### config.mk
export PLATFORM = sky130hd
export DESIGN_NAME = rf_wb_scoreboard
export DESIGN_NICKNAME = d
export VERILOG_FILES = /design/src/rtl/rf_wb_scoreboard_pkg.sv /design/src/rtl/rf_wb_scoreboard_sync_fifo.sv /design/src/rtl/rf_wb_scoreboard.sv
export SDC_FILE = /design/constraint.sdc
export NUM_CORES = 1
export LEC_CHECK = 0
export ABC_AREA = 1
export CORE_MARGIN = 1
export CORE_UTILIZATION = 50
export DETAILED_ROUTE_END_ITERATION = 10
export HOLD_SLACK_MARGIN = 0.12
export PLACE_DENSITY = 0.78
export SYNTH_ARGS = -nofsm -noshare
export SYNTH_HDL_FRONTEND = slang
export SYNTH_SLANG_ARGS = --single-unit
### constraint.sdc
create_clock -name clk_i -period 10.75 [get_ports clk_i]
set_input_delay 2.15 -clock clk_i [delete_from_list [all_inputs] [get_ports clk_i]]
set_output_delay 2.15 -clock clk_i [all_outputs]
set_load 0.05 [all_outputs]
### src/rtl/rf_wb_scoreboard_pkg.sv
// Shared widths, the long-unit FIFO entry layout and a register decode helper
// used by the RF writeback scheduler.
package rf_wb_scoreboard_pkg;

  localparam int XLEN     = 32;
  localparam int REG_AW   = 5;
  localparam int NUM_REGS = 32;
  localparam logic [REG_AW-1:0] REG_X0 = '0;

  typedef struct packed {
    logic [REG_AW-1:0] addr;
    logic [XLEN-1:0]   data;
  } lu_entry_t;

  // One-hot register select; x0 never maps to a scoreboard bit.
  function automatic logic [NUM_REGS-1:0] reg_dec(input logic [REG_AW-1:0] r);
    reg_dec = '0;
    if (r != REG_X0) reg_dec[r] = 1'b1;
  endfunction

endpackage

### src/rtl/rf_wb_scoreboard_sync_fifo.sv
// Synchronous FIFO for long-unit results; no fall-through, registered
// full/empty flags, head read straight out of the storage registers.
module sync_fifo #(
  parameter int WIDTH = 37,
  parameter int DEPTH = 4
) (
  input  logic             clk_i,
  input  logic             rst_i,
  input  logic             push_i,
  input  logic [WIDTH-1:0] wdata_i,
  input  logic             pop_i,
  output logic [WIDTH-1:0] rdata_o,
  output logic             full_o,
  output logic             empty_o
);

  localparam int AW = $clog2(DEPTH);

  logic [WIDTH-1:0] mem_q [DEPTH];
  logic [AW-1:0]    wr_ptr_q, rd_ptr_q;
  logic [AW:0]      count_q, count_d;
  logic             full_q, empty_q;
  logic             do_push, do_pop;

  assign do_push = push_i & ~full_q;
  assign do_pop  = pop_i & ~empty_q;

  always_comb begin
    count_d = count_q;
    if (do_push) count_d = count_d + 1'b1;
    if (do_pop)  count_d = count_d - 1'b1;
  end

  always_ff @(posedge clk_i) begin
    if (rst_i) begin
      wr_ptr_q <= '0;
      rd_ptr_q <= '0;
      count_q  <= '0;
      full_q   <= 1'b0;
      empty_q  <= 1'b1;
    end else begin
      if (do_push) wr_ptr_q <= wr_ptr_q + 1'b1;
      if (do_pop)  rd_ptr_q <= rd_ptr_q + 1'b1;
      count_q <= count_d;
      full_q  <= (count_d == (AW+1)'(DEPTH));
      empty_q <= (count_d == '0);
    end
  end

  // Storage needs no reset; validity is tracked by the pointers.
  always_ff @(posedge clk_i) begin
    if (do_push) mem_q[wr_ptr_q] <= wdata_i;
  end

  assign rdata_o = mem_q[rd_ptr_q];
  assign full_o  = full_q;
  assign empty_o = empty_q;

endmodule

### src/rtl/rf_wb_scoreboard.sv
// Register-file write-port scheduler: ALU writeback has priority, long-unit
// results queue in a FIFO, and a scoreboard stalls issue on hazards.
module rf_wb_scoreboard
  import rf_wb_scoreboard_pkg::*;
#(
  parameter int LU_DEPTH     = 4,
  parameter int STARVE_LIMIT = 8
) (
  input  logic              clk_i,
  input  logic              rst_i,
  input  logic              issue_valid_i,
  input  logic [REG_AW-1:0] issue_rs1_i,
  input  logic [REG_AW-1:0] issue_rs2_i,
  input  logic [REG_AW-1:0] issue_rd_i,
  input  logic              issue_rd_we_i,
  input  logic              issue_long_i,
  output logic              issue_stall_o,
  input  logic              alu_wb_valid_i,
  input  logic [REG_AW-1:0] alu_wb_addr_i,
  input  logic [XLEN-1:0]   alu_wb_data_i,
  input  logic              lu_wb_valid_i,
  input  logic [REG_AW-1:0] lu_wb_addr_i,
  input  logic [XLEN-1:0]   lu_wb_data_i,
  output logic              lu_wb_ready_o,
  output logic              rf_we_o,
  output logic [REG_AW-1:0] rf_w_addr_o,
  output logic [XLEN-1:0]   rf_w_data_o
);

  localparam int OW = $clog2(LU_DEPTH + 1);
  localparam int SW = $clog2(STARVE_LIMIT + 1);

  lu_entry_t           head;
  logic                fifo_full, fifo_empty;
  logic                push, drain, accept_long;
  logic [NUM_REGS-1:0] pending_q, pending_d, clr_now, set_now, pend_eff;
  logic [OW-1:0]       outstanding_q, outstanding_d;
  logic [SW-1:0]       starve_q, starve_d;
  logic                h_raw, h_waw, h_cap, h_starve;

  sync_fifo #(
    .WIDTH (REG_AW + XLEN),
    .DEPTH (LU_DEPTH)
  ) u_fifo (
    .clk_i   (clk_i),
    .rst_i   (rst_i),
    .push_i  (push),
    .wdata_i ({lu_wb_addr_i, lu_wb_data_i}),
    .pop_i   (drain),
    .rdata_o (head),
    .full_o  (fifo_full),
    .empty_o (fifo_empty)
  );

  assign lu_wb_ready_o = rst_i | ~fifo_full;
  assign push          = lu_wb_valid_i & ~fifo_full & ~rst_i;
  assign drain         = ~rst_i & ~alu_wb_valid_i & ~fifo_empty;

  always_comb begin
    rf_we_o     = 1'b0;
    rf_w_addr_o = '0;
    rf_w_data_o = '0;
    if (!rst_i) begin
      if (alu_wb_valid_i) begin
        rf_we_o     = 1'b1;
        rf_w_addr_o = alu_wb_addr_i;
        rf_w_data_o = alu_wb_data_i;
      end else if (!fifo_empty) begin
        rf_we_o     = 1'b1;
        rf_w_addr_o = head.addr;
        rf_w_data_o = head.data;
      end
    end
  end

  // The RF bypasses its write data to same-cycle reads, so a register being
  // drained right now is already safe to read or overwrite.
  assign clr_now  = drain ? reg_dec(head.addr) : '0;
  assign pend_eff = pending_q & ~clr_now;

  assign h_raw    = pend_eff[issue_rs1_i] | pend_eff[issue_rs2_i];
  assign h_waw    = issue_rd_we_i & pend_eff[issue_rd_i];
  assign h_cap    = issue_long_i & (outstanding_q == OW'(LU_DEPTH)) & ~drain;
  assign h_starve = (starve_q == SW'(STARVE_LIMIT));

  assign issue_stall_o = ~rst_i & issue_valid_i & (h_raw | h_waw | h_cap | h_starve);
  assign accept_long   = ~rst_i & issue_valid_i & ~issue_stall_o & issue_long_i & issue_rd_we_i;

  assign set_now   = accept_long ? reg_dec(issue_rd_i) : '0;
  assign pending_d = (pending_q & ~clr_now) | set_now;

  always_comb begin
    outstanding_d = outstanding_q;
    if (accept_long && !drain)      outstanding_d = outstanding_q + 1'b1;
    else if (!accept_long && drain) outstanding_d = outstanding_q - 1'b1;
  end

  always_comb begin
    starve_d = starve_q;
    if (fifo_empty || drain)
      starve_d = '0;
    else if (alu_wb_valid_i && starve_q != SW'(STARVE_LIMIT))
      starve_d = starve_q + 1'b1;
  end

  always_ff @(posedge clk_i) begin
    if (rst_i) begin
      pending_q     <= '0;
      outstanding_q <= '0;
      starve_q      <= '0;
    end else begin
      pending_q     <= pending_d;
      outstanding_q <= outstanding_d;
      starve_q      <= starve_d;
    end
  end

  a_no_push_full: assert property (@(posedge clk_i) disable iff (rst_i)
    !(lu_wb_valid_i && fifo_full));
  a_no_drain_idle: assert property (@(posedge clk_i) disable iff (rst_i)
    !(drain && outstanding_q == '0));

endmodule

==> impl_metrics.yaml, run 1 <==
clocking:
  clk_pin_slew_ps: 80
  cts_resized: 0
  clock_latency_ps: 440
  clk_path_buf_depth: 2
  htreeDepth: 4
  cts-buffers-inserted: 17
  cts_hold_buf: 0
  clockRootBuffer: "clkbuf_16"
  clock-sinks: 198
  postCtsSetupBuffers: 0
  cts_tree: "built"
route:
  wire_per_inst_um: 17.3
  routed_via_density: 5.72
  num_vias: 7930
  first_iter_violations: 839
  drtAntennaViolNets: 0
  drc: 0
  firstDrtPassIters: 7
  totalWireLength_mm: 24.0
critical_path:
  critPathLaunchType: "primary input"
  worst-path-max-fanout: 44
  reg2reg_slack_ps: 5750
  criticalPathCategory: "in -> out"
  cp.required_ps: 8600
  crit_arrival_ps: 6140
  reg2reg_depth: 24
  end_kind: "output port"
final_layout:
  nNetsFinal: 1251
  drive_above_1_share_pct: 5.44
  fin_area_sq_um: 11500
  syn_to_final_growth_pct: 23.0
  diodes: 0
  fin_util_pct: 63.4
pwr:
  vdd_ir_drop_max_uv: 121
  leakage_nw: 4.27
  total_power_mw: 1.79
  p_per_area_nw_per_um2: 155
global_route:
  grt_pass1_wl_mm: 37.9
  grt_start_max_net_pins: 86
  grt_pass1_vias: 7620
  grt_usage_pct: 25.2
  antenna_found_initial: 0
  overflow: 0
sta:
  max_freq_mhz: 121
  slew_headroom_pct: 28.1
  hold_viol: 0
  finalSetupTns_ps: 0
  drv_slew: 0
  clock-skew-final_ps: 11.0
  rsz0062_at_grt: "false"
  tightestPinTransition_ps: 1080
  setup_viol: 0
  period_share_pct: 77.1
  period_needed_ps: 8290
synth:
  yosysTopAreaCellShare_pct: 47.3
  synth_edf_count: 148
  ys_warn_count: 0
  synthArstFlopShare_pct: 0
  synthCells: 1031
  syn_area_sq_um: 9390
  ys_ff_latch: 198
  synth_nets: 1137
  synth_top_cell_by_area: "edfxtp_1"
  synth.top_cells.by_area: "edfxtp_1 (47%), dfxtp_1 (11%), nand2_1 (9.6%)"
  synth_area_per_cell_sq_um: 9.10
  yosysSeqAreaShare_pct: 58.0
  synth_cell_types: 36
  synthFlopType: "edfxtp_1"
placement:
  io_buffer_count: 135
  dpl_cell_area_sq_um: 10900
  gp_congestion: 1.01
  dp.final_hpwl_mm: 15.2
floorplanning:
  core_sq_um: 18200
  die_h_um: 139
  die_area_sq_um: 19300
  rows: 49
  ios: 136
  start_util_pct: 51.5
  fp.dieW_um: 139
flow_run:
  drv_cap: 0
worst_hold_path:
  hold_depth: 2
  hold_class: "reg -> reg"
run_status:
  status: "completed"
[synthesized netlist by cell type, drive strengths merged (3+ instances only)]
master  instances
nand2         243
edfxtp        148
nand3         136
nor2          118
o21ai          71
inv            64
a21oi          59
dfxtp          50
clkbuf         37
a22o           23
o22ai          23
buf            13
a32o            9
ha              9
nor3            8
xor2            5
nand4           3
[cell type report]
type	instances	area, sq um
Clock buffer	17	425
Multi-Input combinational cell	718	3530
Inverter	65	244
Clock inverter	15	183
Fill cell	1475	6670
Tap cell	229	287
Timing Repair Buffer	145	1430
Sequential cell	198	5450
[metal layers]
metal | global-route usage [%] | part of all wire, % | wire length (um) | vias up
met3 | 5.84 | 8.6 | 2050 | 59
met5 | 0 | 0 | 0 | -
li1 | - | - | - | 3802
met4 | 9.53 | 2.4 | 581 | 0
met2 | 42.0 | 48 | 11400 | 357
met1 | 31.9 | 41 | 9920 | 3712
[critical path, cell delays in order]
cell             delay [ps]
clkdlybuf4s50_1         470
nor3_4                  170
buf_4                   490
nand3_2                 230
nor2_4                  300
nand2_1                  90
nand2_1                 130
nand2_1                  70
nand3_1                 110
nand2_1                  90
nand2_1                  70
nand3_1                  70
nand3b_1                 90
nand3_1                 150
nor2_4                  600
nor3_1                  100
clkdlybuf4s50_1         730
[power breakdown]
group | internal (mW) | switching, mW | total (mW)
registers | 0.843 | 0.00902 | 0.852
clock network | 0.354 | 0.303 | 0.657
logic | 0.0983 | 0.184 | 0.282
[path summary, 6_finish.rpt]
kind	to	from
hold reg to reg	starve_q[3]	starve_q[3]
setup reg to reg	outstanding_q[2]	register
hold / removal	starve_q[3]	starve_q[3]
setup / recovery	issue_stall_o	rst_i
[registers in the layout (all words and copies together), names as in the netlist, 2 cells and up, named ones only]
name and count:
u_fifo.mem_q 148, pending_q 32, starve_q 4, outstanding_q 3
u_fifo.count_q 3, u_fifo.rd_ptr_q 2, u_fifo.wr_ptr_q 2
[cells by family after synthesis]
family / synth area share (%)
AO/OA/AOI/OAI: 11.8
XOR/XNOR: 0.467
adder cells (fa/ha/maj): 1.41
buffers and inverters: 4.83
flip-flops: 58.0
multiplexers: 0.107
AND/OR/NAND/NOR: 23.4
[placed cells by master (no fill, tap or decap), types with 3 or more instances in the layout]
master             n
nand3_1          134
inv_2              4
inv_1             60
a21oi_1           59
dfxtp_1           49
nor2_1           108
nor3_1             6
clkdlybuf4s50_1  135
a32o_1             9
inv_6              5
nand4_1            3
xor2_1             5
o21ai_0           69
inv_8              4
o22ai_1           23
clkbuf_16         17
ha_1               9
a22o_1            23
nand2_1          241
buf_4             10
nor2_4             9
edfxtp_1         148
[stage by stage]
stage / cells / hold WS (ps) / worst slack (ps)
after floorplan: 1031 / 437 / 4070
after global routing: 1387 / 513 / 2140
after CTS: 1387 / 483 / 2480
after detailed placement: 1355 / 472 / 2490
final: 1387 / 481 / 2460
after global placement: 1355 / 458 / 2570
Power figures use the tool's default switching activity.
==> inputs of run 2 (changes only) <==
==> constraint.sdc (replaced) <==
create_clock -name clk_i -period 8.12 [get_ports clk_i]
set_input_delay 1.624 -clock clk_i [delete_from_list [all_inputs] [get_ports clk_i]]
set_output_delay 1.624 -clock clk_i [all_outputs]
set_load 0.05 [all_outputs]
==> run 2 against run 1 <==
  * The run now ends with DRC left
  * Global-route usage shrank 0.61 points
  * Sequential power grew 33%
  * First-iteration DRC count decreased by 14%
  * Routed wire length fell by 2.0%
  * Critical path depth grew 2
  * Critical endpoint unchanged
  * Largest cell class unchanged
  * Largest power group unchanged
==> impl_metrics.yaml, run 2 (same netlist as run 1, synthesis figures left out) <==
run_status:
  status: "finished, violations left"
  violations: "DRC"
floorplanning:
  start_util_pct: 51.5
  core_sq_um: 18200
  rows: 49
  fp.dieW_um: 139
  die_h_um: 139
  ios: 136
  die_area_sq_um: 19300
clocking:
  cts-buffers-inserted: 17
  clockRootBuffer: "clkbuf_16"
  clk_path_buf_depth: 2
  clk_pin_slew_ps: 70
  cts_hold_buf: 0
  clock_latency_ps: 430
  postCtsSetupBuffers: 0
  clock-sinks: 198
  cts_tree: "built"
  cts_resized: 0
  htreeDepth: 4
placement:
  io_buffer_count: 135
  dp.final_hpwl_mm: 15.2
  pre_cts_slack_ps: 1480
  gp_congestion: 1.00
pwr:
  vdd_ir_drop_max_uv: 164
  leakage_nw: 4.27
  total_power_mw: 2.34
  p_per_area_nw_per_um2: 203
worst_hold_path:
  hold_depth: 1
  hold_class: "reg -> reg"
  worstHoldStart: "u_fifo.rd_ptr_q[0]"
global_route:
  overflow: 0
  grt_pass1_wl_mm: 37.0
  grt_usage_pct: 24.6
  grt_pass1_vias: 7329
  antenna_found_initial: 0
  grt_start_max_net_pins: 86
final_layout:
  drive_above_1_share_pct: 5.61
  nNetsFinal: 1251
  fill_cells: 1442
  top_regs: "u_fifo.mem_q (148), pending_q (32), starve_q (4)"
  diodes: 0
  syn_to_final_growth_pct: 22.9
  largest_register: "u_fifo.mem_q"
  largest_register_ffs: 148
  layout_common_cells: "nand2_1 (241), edfxtp_1 (148), nand3_1 (134), clkdlybuf4s50_1 (134), nor2_1 (108)"
  final_common_cell: "nand2_1"
route:
  firstDrtPassIters: 9
  drtAntennaViolNets: 0
  totalWireLength_mm: 23.5
  first_iter_violations: 725
  num_vias: 7844
  routed_via_density: 5.66
  drc: 7
  wire_per_inst_um: 16.9
critical_path:
  max_stage_delay_ps: 640
  critPathLaunchType: "primary input"
  reg2reg_to: "outstanding_q[2]"
  crit_arrival_ps: 5080
  reg2reg_slack_ps: 3180
  crit_chain: "clkdlybuf4s50_1, nor3_4, buf_4, nand3_2, nor2_4, nand2_1, nand2_1, nand2_1, nand2_1, inv_1, nand2_1, nand3_1, nand2_1, inv_1, nand2_1, nand3_2, nor2_4, nor3_1, buf_4"
  startpoint: "rst_i"
  reg2reg_depth: 22
  worst-path-max-fanout: 44
  criticalPathCategory: "in -> out"
  cp.required_ps: 6500
  path_common_cell: "nand2_1"
  end_kind: "output port"
  slowest_stage: "nor2_4"
sta:
  period_needed_ps: 6710
  max_freq_mhz: 149
  setup_viol: 0
  tightestPinTransition_ps: 1100
  finalHoldWorstSlack_ps: 482
  hold_viol: 0
  period_share_pct: 82.6
  rsz0062_at_grt: "false"
  slew_headroom_pct: 26.8
  finalSetupTns_ps: 0
  drv_slew: 0
  finalWorstSetupSlack_ps: 1410
  clock-skew-final_ps: 11.2
flow_run:
  drv_cap: 0
[run 2: cell type report]
type	instances	area, sq um	area share [%]
repair buffers	145	1420	12.3
multi-input cells	718	3530	30.6
well taps	229	287	2.48
clock buffers	17	425	3.69
flip-flops and latches	198	5450	47.2
clock inverters	15	178	1.54
inverters	65	244	2.12
[run 2: where the power goes]
part / internal (mW) / switching, mW
registers: 1.12 / 0.0111
clock network: 0.442 / 0.402
logic: 0.130 / 0.241
[run 2: critical path: cells and delay by family]
kind	cells	cell delay (ps)
buffers and inverters	5	1240
and+or+nand+nor	14	2180
[run 2: how the worst max path moves through the flow]
stage | end | slack [ps] | cells after the start
3_3_place_gp | issue_stall_o | 1520 | 19
2_1_floorplan | issue_stall_o | 2490 | 14
4_1_cts | issue_stall_o | 1480 | 19
5_1_grt | issue_stall_o | 1140 | 19
6_report | issue_stall_o | 1410 | 19
3_5_place_dp | issue_stall_o | 1480 | 19
[run 2: routing by layer]
layer | GRT usage [%] | part of all wire [%]
met5 | 0 | 0
met4 | 9.12 | 2.0
met3 | 5.56 | 8.7
met2 | 40.3 | 47
met1 | 32.0 | 42
[run 2: per-stage QoR]
stage	instances	utilization, %	instance area, sq um
finish	1387	63.3	11500
global placement	1355	60.0	10900
detailed placement	1355	60.0	10900
global route	1387	63.3	11500
CTS	1387	63.3	11500
floorplan	1031	-	9390
==> RTL edit, RTL diff (config.mk and constraints of run 1) <==
Take the reset off `pending_q` and load it in a clocked block of its own.
--- a/src/rtl/rf_wb_scoreboard.sv
+++ b/src/rtl/rf_wb_scoreboard.sv
@@ -106,12 +106,14 @@
   always_ff @(posedge clk_i) begin
     if (rst_i) begin
-      pending_q     <= '0;
       outstanding_q <= '0;
       starve_q      <= '0;
     end else begin
-      pending_q     <= pending_d;
       outstanding_q <= outstanding_d;
       starve_q      <= starve_d;
     end
+  end
+
+  always_ff @(posedge clk_i) begin
+    pending_q <= pending_d;
   end
 
Formal check against the unedited RTL: not equivalent (Yosys sat finds a counterexample within 4 cycles, from zero or initial values and one cycle with rst_i high; the reset may be asserted at any time).
==> RTL edit against run 1 <==
- sequential cell count unchanged
- wire length rose by 3.4%
- worst setup slack worse by 0.47 ns
- cell area rose by 0.17%
- clock power is 1% lower
- total power rose by 1.1%
- non-clock buffer count shrank 2
- area after synthesis grew 0.59%
- sequential power grew 1%
- critical path type unchanged
- critical endpoint unchanged
- largest cell class unchanged
- largest power group unchanged
- highest routed layer unchanged
==> RTL edit: results (changes against run 1) <==
| Metric | Value | vs run 1 |
|---|---|---|
| Highest metal layer with signal wires | met4 | unchanged |
| Detailed-routed wire length on met3 | 2.20 mm | was 2.05 mm |
| Worst Hold Path EP | pending_q[0] | was starve_q[3] |
| Worst-path cell with the longest stage delay | sky130_fd_sc_hd__nor3_4 | was sky130_fd_sc_hd__clkdlybuf4s50_1 |
| Standard cell area after detailed placement | 10900 sq um | about the same |
| Count of placed standard cells including taps | 1351 | was 1355 |
| Detailed-route wire length on metal 1 | 9.91 mm | was 9.92 mm |
| Register-to-Register Setup Slack | 5.53 ns | was 5.75 ns |
| NumNets Final | 1247 | was 1251 |
| Hold slack | 0.417 ns | was 0.481 ns |
| Wire length on met2 | 12.1 mm | was 11.4 mm |
| Top cells by area, synth | sky130_fd_sc_hd__edfxtp_1 47%, sky130_fd_sc_hd__dfxtp_1 11%, sky130_fd_sc_hd__nand2_1 10% | was sky130_fd_sc_hd__edfxtp_1 47%, sky130_fd_sc_hd__dfxtp_1 11%, sky130_fd_sc_hd__nand2_1 9.6% |
| Max Clock Freq | 114 MHz | was 121 MHz |
| VDD IR-drop max | 0.000122 V | was 0.000121 V |
| Worst reg-to-reg path cell count | 24 | unchanged |
| Total Negative Setup Slacks | 0 ns | unchanged |
| Routed length per instance | 17.9 um | was 17.3 um |
| Most flops, register | u_fifo.mem_q | unchanged |
| Commonest cells in the netlist | 261 x sky130_fd_sc_hd__nand2_1, 148 x sky130_fd_sc_hd__edfxtp_1, 123 x sky130_fd_sc_hd__nand3_1 | was 241 x sky130_fd_sc_hd__nand2_1, 148 x sky130_fd_sc_hd__edfxtp_1, 134 x sky130_fd_sc_hd__nand3_1 |
| Global-route wire length before repair | 39.0 mm | was 37.9 mm |
| Pre-Repair DR Iteration Count | 5 | was 7 |
| Status | finished, final reports clean | unchanged |
| Number of antenna violations at the first check in global routing | 0 | unchanged |
| Max-slew headroom at the worst pin | 0.241 | was 0.281 |
| Leak Pwr | 4.47 nW | was 4.27 nW |
| Setup slack after placement | 2.11 ns | was 2.49 ns |
| Buffer cell driving the clock tree root | sky130_fd_sc_hd__clkbuf_16 | unchanged |
| Internal portion of total power | 0.00127 W | was 0.00130 W |
| Total global-route track usage | 0.259 | was 0.252 |
| Instance count of the mapped netlist | 1026 | was 1031 |
| Worst min-delay path startpoint | pending_q[0] | was starve_q[3] |
| Worst Clk Skew | 0.00963 ns | was 0.0110 ns |
| Detailed-placement wirelength estimate | 15.6 mm | was 15.2 mm |
| Maximum number of pins on one net before global-route repair | 84 | was 86 |
| Number of stages on the worst hold path | 0 | was 2 |
| CP max FO | 32 | was 44 |
| Critical Path AT | 6.61 ns | was 6.14 ns |
| Number of DRC markers after the initial detailed-route iteration | 725 | was 839 |
| Number of global-route vias before repair | 7649 | was 7620 |
| Routability congestion estimate from global placement | 0.976 | was 1.01 |
| Syn nets | 1132 | was 1137 |
| Share of layout cells above drive strength 1 | 0.0737 | was 0.0544 |
| Number of vias after detailed routing | 7932 | was 7930 |
| Final Routed Wirelength | 24.8 mm | was 24.0 mm |
| Fraction of the yosys area taken by sequential cells | 0.577 | was 0.580 |
RTL edit: worst register-to-register path, delay by kind of cell, from the launching register on:
family / cells / cell delay [ns]
buf+inv: 3 / 1.39
fa+ha+maj: 2 / 0.62
simple gates: 15 / 2.33
compound gates: 4 / 0.45
flops: 1 / 0.32
RTL edit: layout make-up:
class | instances | area (sq um)
well taps | 229 | 287
fillers | 1421 | 6650
inverters | 63 | 236
multi-input cells | 718 | 3570
clock buffers | 17 | 425
clock inverters | 15 | 190
flip-flops and latches | 198 | 5450
repair buffers | 143 | 1410
RTL edit: metal layers:
metal,GRT usage,vias to the layer above
li1,-,3770
met1,0.319,3745
met2,0.437,370
met3,0.0633,47
met4,0.106,0
met5,0,-
RTL edit: power groups by stage:
stage	combinational, W	clock [W]	sequential (W)
after floorplan	0.000190	0	0.000876
after global placement	0.000293	0	0.000877
after detailed placement	0.000297	0	0.000878
after CTS	0.000299	0.000655	0.000861
after global routing	0.000325	0.000686	0.000863
final	0.000302	0.000649	0.000861
RTL edit: how the worst max path moves through the flow:
stage | from | to | cells past startpoint
2_1_floorplan | rst_i | issue_stall_o | 15
5_1_grt | rst_i | issue_stall_o | 16
6_report | rst_i | issue_stall_o | 16
3_5_place_dp | rst_i | issue_stall_o | 16
4_1_cts | rst_i | issue_stall_o | 16
3_3_place_gp | rst_i | issue_stall_o | 16
RTL edit: cell families after synthesis:
| kind of cell | synth area share |
|---|---|
| adders and majority gates | 0.0140 |
| and+or+nand+nor | 0.252 |
| buffers and inverters | 0.0501 |
| DFF | 0.577 |
| muxes | 0.00106 |
| AOI/OAI and AO/OA | 0.101 |
| xor gates and xnor gates | 0.00464 |
